**config.mk**
```make
export PLATFORM = sky130hd
export DESIGN_NAME = call_panel
export DESIGN_NICKNAME = d
export VERILOG_FILES = /design/src/rtl/call_panel.sv
export SDC_FILE = /design/constraint.sdc
export NUM_CORES = 1
export LEC_CHECK = 0
export ABC_AREA = 1
export CAP_MARGIN = 15
export CORE_AREA = 3 3 61 63
export DETAILED_ROUTE_END_ITERATION = 16
export DIE_AREA = 0 0 64 66
export GPL_TIMING_DRIVEN = 0
export PLACE_DENSITY_LB_ADDON = 0.12
export RECOVER_POWER = 50
export SYNTH_ARGS = -nofsm -noshare
export SYNTH_HDL_FRONTEND = slang
export SYNTH_SLANG_ARGS = --single-unit
```
**constraint.sdc**
```tcl
create_clock -name clk -period 2.35 [get_ports clk]
set_input_delay 0.47 -clock clk [delete_from_list [all_inputs] [get_ports clk]]
set_output_delay 0.47 -clock clk [all_outputs]
set_load 0.01 [all_outputs]
```
**src/rtl/call_panel.sv**
```systemverilog
// Floor call-button front end: synchronise, optionally debounce, pulse new presses,
// hold call lamps until served, and re-issue outstanding calls to an idle controller.
// Optional feature macro: CALL_PANEL_DEBOUNCE_EN (per-button debounce counters).
module call_panel #(
    parameter int unsigned FLOORS          = 5,
    parameter int unsigned POS_W           = 3,
    parameter int unsigned DEBOUNCE_CYCLES = 8,
    parameter int unsigned DB_W            = 4,
    parameter int unsigned REISSUE_CYCLES  = 64,
    parameter int unsigned RI_W            = 8
) (
    input  logic              clk,
    input  logic              reset,
    input  logic [FLOORS-1:0] btn,
    input  logic [POS_W-1:0]  floor_pos,
    input  logic              door_open,
    input  logic              moving_up,
    input  logic              moving_dn,
    output logic [FLOORS-1:0] floor_req,
    output logic [FLOORS-1:0] lamp,
    output logic              reissue
);

    // Elaboration-time parameter sanity checks
    if (DEBOUNCE_CYCLES < 1 || DEBOUNCE_CYCLES > (2 ** DB_W) - 1) begin : g_bad_debounce
        $error("call_panel: DEBOUNCE_CYCLES out of range for DB_W");
    end
    if (REISSUE_CYCLES < 2 || REISSUE_CYCLES > (2 ** RI_W) - 1) begin : g_bad_reissue
        $error("call_panel: REISSUE_CYCLES out of range for RI_W");
    end

    logic [FLOORS-1:0] s1;
    logic [FLOORS-1:0] s2;
    logic [FLOORS-1:0] stb;
    logic [FLOORS-1:0] stb_d;
    logic [RI_W-1:0]   ri_cnt;

    logic [FLOORS-1:0] press_c;
    logic [FLOORS-1:0] at_floor_c;
    logic [FLOORS-1:0] pulse_c;
    logic              idle_c;
    logic              fire_c;

    // Two-flop synchroniser plus previous-cycle copy of the debounced state
    always_ff @(posedge clk or posedge reset) begin
        if (reset) begin
            s1    <= '0;
            s2    <= '0;
            stb_d <= '0;
        end else begin
            s1    <= btn;
            s2    <= s1;
            stb_d <= stb;
        end
    end

`ifdef CALL_PANEL_DEBOUNCE_EN
    logic [FLOORS-1:0][DB_W-1:0] db_cnt;

    // A change on s2 is accepted only after it has persisted DEBOUNCE_CYCLES cycles
    always_ff @(posedge clk or posedge reset) begin
        if (reset) begin
            stb    <= '0;
            db_cnt <= '0;
        end else begin
            for (int f = 0; f < int'(FLOORS); f++) begin
                if (s2[f] != stb[f]) begin
                    if (db_cnt[f] == DB_W'(DEBOUNCE_CYCLES - 1)) begin
                        stb[f]    <= s2[f];
                        db_cnt[f] <= '0;
                    end else begin
                        db_cnt[f] <= db_cnt[f] + DB_W'(1);
                    end
                end else begin
                    db_cnt[f] <= '0;
                end
            end
        end
    end
`else
    always_ff @(posedge clk or posedge reset) begin
        if (reset) begin
            stb <= '0;
        end else begin
            stb <= s2;
        end
    end
`endif

    // Press qualification, served-floor decode and watchdog conditions
    always_comb begin
        at_floor_c = '0;
        for (int unsigned f = 0; f < FLOORS; f++) begin
            at_floor_c[f] = door_open && (floor_pos == POS_W'(f));
        end
        press_c = stb & ~stb_d;
        pulse_c = press_c & ~at_floor_c & ~lamp;
        idle_c  = (|lamp) && !moving_up && !moving_dn && !door_open;
        fire_c  = (ri_cnt == RI_W'(REISSUE_CYCLES - 1));
    end

    // Re-issue word uses the pre-clear lamp state
    always_ff @(posedge clk or posedge reset) begin
        if (reset) begin
            floor_req <= '0;
            lamp      <= '0;
            reissue   <= 1'b0;
            ri_cnt    <= '0;
        end else begin
            floor_req <= pulse_c | (fire_c ? lamp : '0);
            lamp      <= (lamp & ~at_floor_c) | pulse_c;
            reissue   <= fire_c;
            if (fire_c || !idle_c) begin
                ri_cnt <= '0;
            end else begin
                ri_cnt <= ri_cnt + RI_W'(1);
            end
        end
    end

endmodule

```
==> Word-level counts from Yosys, hierarchy flattened <==
Cells that the tools add are included.
{ "word_totals": {"regBits": 39, "in_bits": 13, "output_inout_bits": 11} }
{ "classes": {"addsub": 1, "n_eq_ne": 5, "n_mux": 2, "bitwise_logic": 9, "reduce_logical": 15} }
{ "op_table": {"columns": ["cell", "count"], "rows": [
  ["AND 5 bit", 4],
  ["NOT 5 bit", 3],
  ["OR 5 bit", 2],
  ["adder 8 x 1 -> 8 bit (second input constant)", 1],
  ["== test 8 x 6 -> 1 bit (second input constant)", 1],
  ["logical AND 1 bit", 8],
  ["two-way mux 8 bit", 1],
  ["== test 3 x 2 -> 1 bit (second input constant)", 2],
  ["two-way mux 5 bit", 1],
  ["OR reduction 5 bit", 1],
  ["logical NOT 1 bit", 4],
  ["== test 3 x 1 -> 1 bit (second input constant)", 1],
  ["== test 3 bit (second input constant)", 1],
  ["logical NOT 3 bit", 1],
  ["logical OR 1 bit", 1]
]} }

==> Depth between registers and ports, before layout <==
Gate-level depths: netlist of run 1.
{ "logic_depth": {"depth_word": 7, "mapped_depth": 8, "mapped_depth_nobuf": 8} }

==> Least setup slack after synthesis of run 1 <==
No wires, ideal clock.
{ "synth_path": {"kind": "reg-to-reg", "start": "register ri_cnt[0]", "end": "register ri_cnt[0]", "arrival_ps": 1068, "required_time_ps": 2277, "setup_slack_ps": 1209, "path_stages_with_launch": 7, "period_less_slack_ps": 1141, "path_cell_list": "dfrtp_1 -> ha_1 -> nand3_2 -> inv_1 -> nand3_2 -> nand3_2 -> nor2_1"} }
{ "synth_via": {"elab_chain_cells": 3, "word_cells_on_any_way": 4, "classes_between": "1 x add/sub; 1 x eq/ne; 1 x mux; 1 x reduce/logical"} }
{ "synth_rtl": {"columns": ["item", "line_no", "source"], "rows": [
  ["start: declaration", "36", "logic [RI_W-1:0] ri_cnt;"],
  ["start signal: assignment", "116", "ri_cnt <= ri_cnt + RI_W'(1);"],
  ["branches (longest 2 deep; another with adder 8 x 1 -> 8 bit)", null, null],
  ["two-way mux 8 bit *", "113", "if (fire_c || !idle_c) begin"]
]} }
Every way passes the cells marked *.

==> Worst setup path in the final report of run 1 <==
{ "layout_path": {"start": "register lamp[2]", "end": "output lamp[2]"} }
{ "layout_lines": {"columns": ["item", "line_no", "source"], "rows": [
  ["start: declaration", "20", "output logic [FLOORS-1:0] lamp,"],
  ["start signal: assignment", "111", "lamp <= (lamp & ~at_floor_c) | pulse_c;"]
]} }
No word-level cell between the ends.

==> flow_summary.yaml, run 1 <==
status:
  status: "complete, no violations"
cells_and_area:
  multi_input_area_um2: 368
  num-fill-cells: 295
  register_area_um2: 976
  fin_util_pct: 53.5
  layout_common_cells: "39 x dfrtp_1, 27 x nand2_1, 21 x nor2_1, 16 x clkdlybuf4s50_1, 15 x inv_1"
  final_common_cell: "dfrtp_1"
  n_antenna_cell: 0
  drive_gt1_share_pct: 9.20
  fin_nets: 176
  syn2layout_area_growth_pct: 24.2
die:
  rows: 21
  die_y_um: 66
  die_area_um2: 4220
  start_util_pct: 43.1
  die_width_um: 64
  pin_count: 24
  core_area_um2: 3280
routing:
  vias: 925
  drt_first_pass_iters: 4
  vias_per_cell: 4.43
  drt_wl_total_um: 2150
  drt_first_iter_violations: 34
  ant_nets: 0
  routedWlPerCell_um: 10.3
  drc_errors: 0
timing:
  setup_tns_ns: 0
  fin_skew_ns: 0.00788
  rsz0062_at_grt: "false"
  slew_headroom_pct: 8.54
  worstMarginPinSlew_ns: 1.37
  period_needed_ns: 1.81
  max_clock_freq_mhz: 553
  hold_violations: 0
  whs_ns: 0.356
  slew_violations: 0
  period_share_pct: 76.9
  setup_viol: 0
pwr:
  power.density_nw_per_um2: 694
  p_leak_uw: 0.000805
  p_switching_uw: 318
  p_comb_share_pct: 10.8
  ir_drop_uv: 440
  totalPowerFinal_uw: 1220
  p_sw_share_pct: 26.1
  internal-power_uw: 902
  seqPwrFrac_pct: 60.6
  clockPowerShare_pct: 28.6
clock_tree:
  clk_latency_ns: 0.35
  clk_pin_slew_ns: 0.12
  cts-root-buf: "clkbuf_4"
  cts_buffers: 5
  post_cts_resize_count: 0
  clk_path_buf_depth: 2
  cts_tree: "yes"
  ctsHtreeMaxLevel: 2
  cts.hold.buffers_added: 0
  post_cts.repair.setup_buffers: 0
  cts.sinks: 39
setup_path:
  cp.arrival_ns: 1.34
  critical_path_class: "reg2out"
  cpMaxStageDelayCell: "clkdlybuf4s50_1"
  worst_path_dominant_cell_family: "buffers and inverters"
  end_kind: "primary output"
  worstPathCellList: "clkdlybuf4s50_1"
  cp.required_ns: 1.88
  path_buf_inv: 1
  start_kind: "flop"
  slowest_delay_ns: 0.56
  critPathMaxFanout: 5
logic_synthesis:
  syn_inst: 132
  ys_ff_latch: 39
  synth.distinct_cells: 19
  ys_warn_count: 0
  syn_avg_cell_area_um2: 10.7
  synth_nets: 146
  synth.cell_area_um2: 1420
  ys_seq_area_share_pct: 69.0
placement:
  portBuffers: 23
  globalplace.congestion: 0.779
  post-dp-hpwl_um: 1510
global_route:
  grt_pass1_wl_um: 3930
  grt_pass1_vias: 887
  antenna_found_initial: 0
  grt_overflow: 0
  grt_use_total_pct: 12.4
  grt_max_degree: 40
min_path:
  holdCritPathClass: "reg2reg"
flow_run:
  drv_cap: 0
-- cell usage after synthesis --
cell,count,area (um^2)
nor3_1,1,5.00
nand2_2,1,6.26
o21ai_1,1,5.00
nor3b_1,1,7.51
o21bai_1,1,7.51
inv_1,15,56.3
o21ai_0,6,30.0
a21oi_1,1,5.00
nand3_1,7,35.0
xor2_1,2,17.5
ha_1,1,12.5
dfrtp_1,39,976
nor2_4,1,11.3
nand3b_1,1,7.51
nand3_2,4,40.0
nand2_1,27,101
inv_2,2,7.51
xnor2_1,1,8.76
nor2_1,20,75.1
-- kinds of logic (layout without fill, tap and decap cells) --
kind of cell / count (synthesis) / count (layout) / share of synthesized area [%]
XOR/XNOR: 3 / 3 / 1.86
AO/OA/AOI/OAI: 9 / 9 / 3.36
adder cells (fa/ha/maj): 1 / 1 / 0.884
AND/OR/NAND/NOR: 63 / 63 / 20.4
buffers and inverters: 17 / 48 / 4.51
flip-flops: 39 / 39 / 69.0
-- cell type report --
type | count | area share, %
Sequential cell | 39 | 55.5
Multi-Input combinational cell | 76 | 20.9
Timing Repair Buffer | 23 | 13.1
Inverter | 17 | 3.63
Tap cell | 46 | 3.27
Clock buffer | 5 | 2.14
Clock inverter | 3 | 1.42
-- stage by stage --
stage | area (um^2) | cells | setup slack, ns
final | 1760 | 209 | 0.542
after global routing | 1760 | 209 | 0.311
after CTS | 1770 | 209 | 0.513
after detailed placement | 1700 | 201 | 0.637
after global placement | 1700 | 201 | 0.232
after floorplan | 1420 | 132 | 0.991
-- sequential cells by signal (all words and copies together), names as in the netlist --
signal / cells
s1: 5
lamp: 5
ri_cnt: 8
stb_d: 5
s2: 5
floor_req: 5
stb: 5
reissue: 1
-- final timing paths --
path	start	endpoint	slack (ns)	cells past startpoint
worst min register to register	s1[4]	s2[4]	0.36	0
worst max register to register	ri_cnt[0]	ri_cnt[6]	0.94	6
max in group asynchronous	reset	ri_cnt[0]	0.61	2
min in group asynchronous	reset	s1[3]	0.94	2
worst max-delay path	lamp[2]	lamp[2]	0.54	1
worst min-delay path	s1[4]	s2[4]	0.36	0
-- worst register-to-register path, cell delays in order, from the launching register on --
cell and delay (ns):
dfrtp_1 0.40, ha_1 0.23, nand3_2 0.12, nor2_1 0.38, nor2_1 0.10, nand2_1 0.07
inv_1 0.03
-- metal layers --
layer | vias up | GRT usage, % | part of all wire, %
met3 | 6 | 5.61 | 8.8
li1 | 466 | - | -
met5 | - | 0 | 0
met1 | 425 | 15.4 | 47
met2 | 28 | 17.7 | 43
met4 | 0 | 7.28 | 1.6
-- power by group through the flow --
stage	Clock (uW)	Combinational [uW]	Sequential (uW)
after floorplan	0	44.9	760
after global placement	0	134	752
after detailed placement	0	136	754
after CTS	373	137	741
after global routing	399	146	747
final	349	131	740
(Power assumes the default switching activity.)
==> run 2, diff against run 1 <==
==> constraint.sdc (replaced) <==
create_clock -name clk -period 1.7 [get_ports clk]
set_input_delay 0.34 -clock clk [delete_from_list [all_inputs] [get_ports clk]]
set_output_delay 0.34 -clock clk [all_outputs]
set_load 0.01 [all_outputs]
==> flow_summary.yaml, run 2 (same netlist as run 1, synthesis figures left out) <==
status:
  status: "complete, no violations"
placement:
  dpl_cell_area_um2: 1700
  place_inst: 201
  post-dp-hpwl_um: 1510
  globalplace.congestion: 0.779
  portBuffers: 23
  post-place-ws_ns: 0.117
die:
  die_width_um: 64
  pin_count: 24
  rows: 21
  die_y_um: 66
  die_area_um2: 4220
  core_area_um2: 3280
  start_util_pct: 43.1
routing:
  ant_nets: 0
  vias_per_cell: 4.39
  routedWlPerCell_um: 10.2
  vias: 936
  drt_wl_total_um: 2170
  drt_first_pass_iters: 5
  drt_first_iter_violations: 60
  drc_errors: 0
timing:
  setup_viol: 0
  period_needed_ns: 1.63
  period_share_pct: 95.9
  whs_ns: 0.356
  setup_slack_ns: 0.0704
  rsz0062_at_grt: "false"
  max_clock_freq_mhz: 614
  slew_violations: 0
  slew_headroom_pct: 49.5
  fin_skew_ns: 0.00782
  hold_violations: 0
  worstMarginPinSlew_ns: 0.756
flow_run:
  drv_cap: 0
cells_and_area:
  largest_register_ffs: 8
  instances_no_fill: 213
  syn2layout_area_growth_pct: 27.1
  drive_gt1_share_pct: 12.6
  fin_nets: 180
  n_antenna_cell: 0
  final_common_cell: "dfrtp_1"
  regMostFlops: "ri_cnt"
  layout_common_cells: "39 x dfrtp_1, 27 x nand2_1, 20 x nor2_1, 16 x clkdlybuf4s50_1, 14 x inv_1"
  fin_util_pct: 54.7
  fin_area_um2: 1800
setup_path:
  r2r_slack_ns: 0.42
  cp.required_ns: 1.36
  cp.arrival_ns: 1.29
  start_kind: "flop"
  end_kind: "primary output"
  path_buf_inv: 1
  critical_path_class: "reg2out"
  cpMaxStageDelayCell: "clkdlybuf4s50_1"
  worst_path_dominant_cell_family: "buffers and inverters"
  worstPathCellList: "clkdlybuf4s50_1"
  slowest_delay_ns: 0.55
  critPathMaxFanout: 3
global_route:
  grt_pass1_wl_um: 3950
  grt_overflow: 0
  grt_pass1_vias: 892
  antenna_found_initial: 0
  grt_use_total_pct: 12.5
  grt_max_degree: 40
clock_tree:
  clk_latency_ns: 0.35
  cts-root-buf: "clkbuf_4"
  cts_tree: "yes"
  cts_buffers: 5
  clk_path_buf_depth: 2
  ctsHtreeMaxLevel: 2
  cts.sinks: 39
  clk_pin_slew_ns: 0.12
pwr:
  p_leak_uw: 0.000826
  power.density_nw_per_um2: 957
  ir_drop_uv: 609
min_path:
  holdCritPathClass: "reg2reg"
run 2: cell count changes in the layout (fill, tap and decap cells not counted):
cell            before  now
dlymetal6s2s_1       0    1
nor2_1              21   20
inv_2                2    3
nor2_4               0    1
buf_4                0    4
dlygate4sd3_1        7    6
inv_1               15   14
run 2: report_power, final:
group,internal [uW],switching (uW),total (uW)
clock,166,317,483
combinational,124,102,226
sequential,984,27.4,1010
total,1270,446,1720
run 2: final timing paths:
path / cells after the start / end / start
max in group asynchronous: 2 / ri_cnt[0] / reset
worst min register to register: 0 / s2[4] / s1[4]
worst max register to register: 6 / ri_cnt[1] / ri_cnt[0]
worst max-delay path: 1 / lamp[3] / lamp[3]
worst min-delay path: 0 / s2[4] / s1[4]
min in group asynchronous: 2 / s1[3] / reset
run 2: area by class of cell:
type                            instances  area, um^2
Clock buffer                            5        37.5
Timing Repair Buffer                   27         263
Sequential cell                        39         976
Fill cell                             287        1490
Tap cell                               46        57.6
Multi-Input combinational cell         76         375
Inverter                               17        63.8
Clock inverter                          3        25.0
run 2: metal layers:
metal,global-route usage [%],wire (um)
met1,15.6,1020
met2,17.8,924
met3,5.61,192
met4,7.28,35
met5,0,0
run 2: what timing repair did:
| item | CTS | global route |
|---|---|---|
| gates resized for setup | 0 | 1 |
| endpoints found under the setup margin | 2 | 3 |
| hold buffers | 0 | 0 |
| buffers inserted | 2 | 2 |
run 2: metrics by stage:
stage / power (uW) / setup TNS (ns)
2_1_floorplan: 1110 / 0
3_3_place_gp: 1230 / -11.19
3_5_place_dp: 1230 / 0
4_1_cts: 1750 / 0
5_1_grt: 1820 / 0
6_report: 1720 / 0
==> run 3, diff against run 2 <==
--- a/config.mk
+++ b/config.mk
@@ -13,6 +13,7 @@
 export GPL_TIMING_DRIVEN = 0
 export PLACE_DENSITY_LB_ADDON = 0.12
 export RECOVER_POWER = 50
+export REMOVE_ABC_BUFFERS = 1
 export SYNTH_ARGS = -nofsm -noshare
 export SYNTH_HDL_FRONTEND = slang
 export SYNTH_SLANG_ARGS = --single-unit
==> results of run 3 <==
Same layout as run 2: the final DEF is identical, and so are final timing and power.
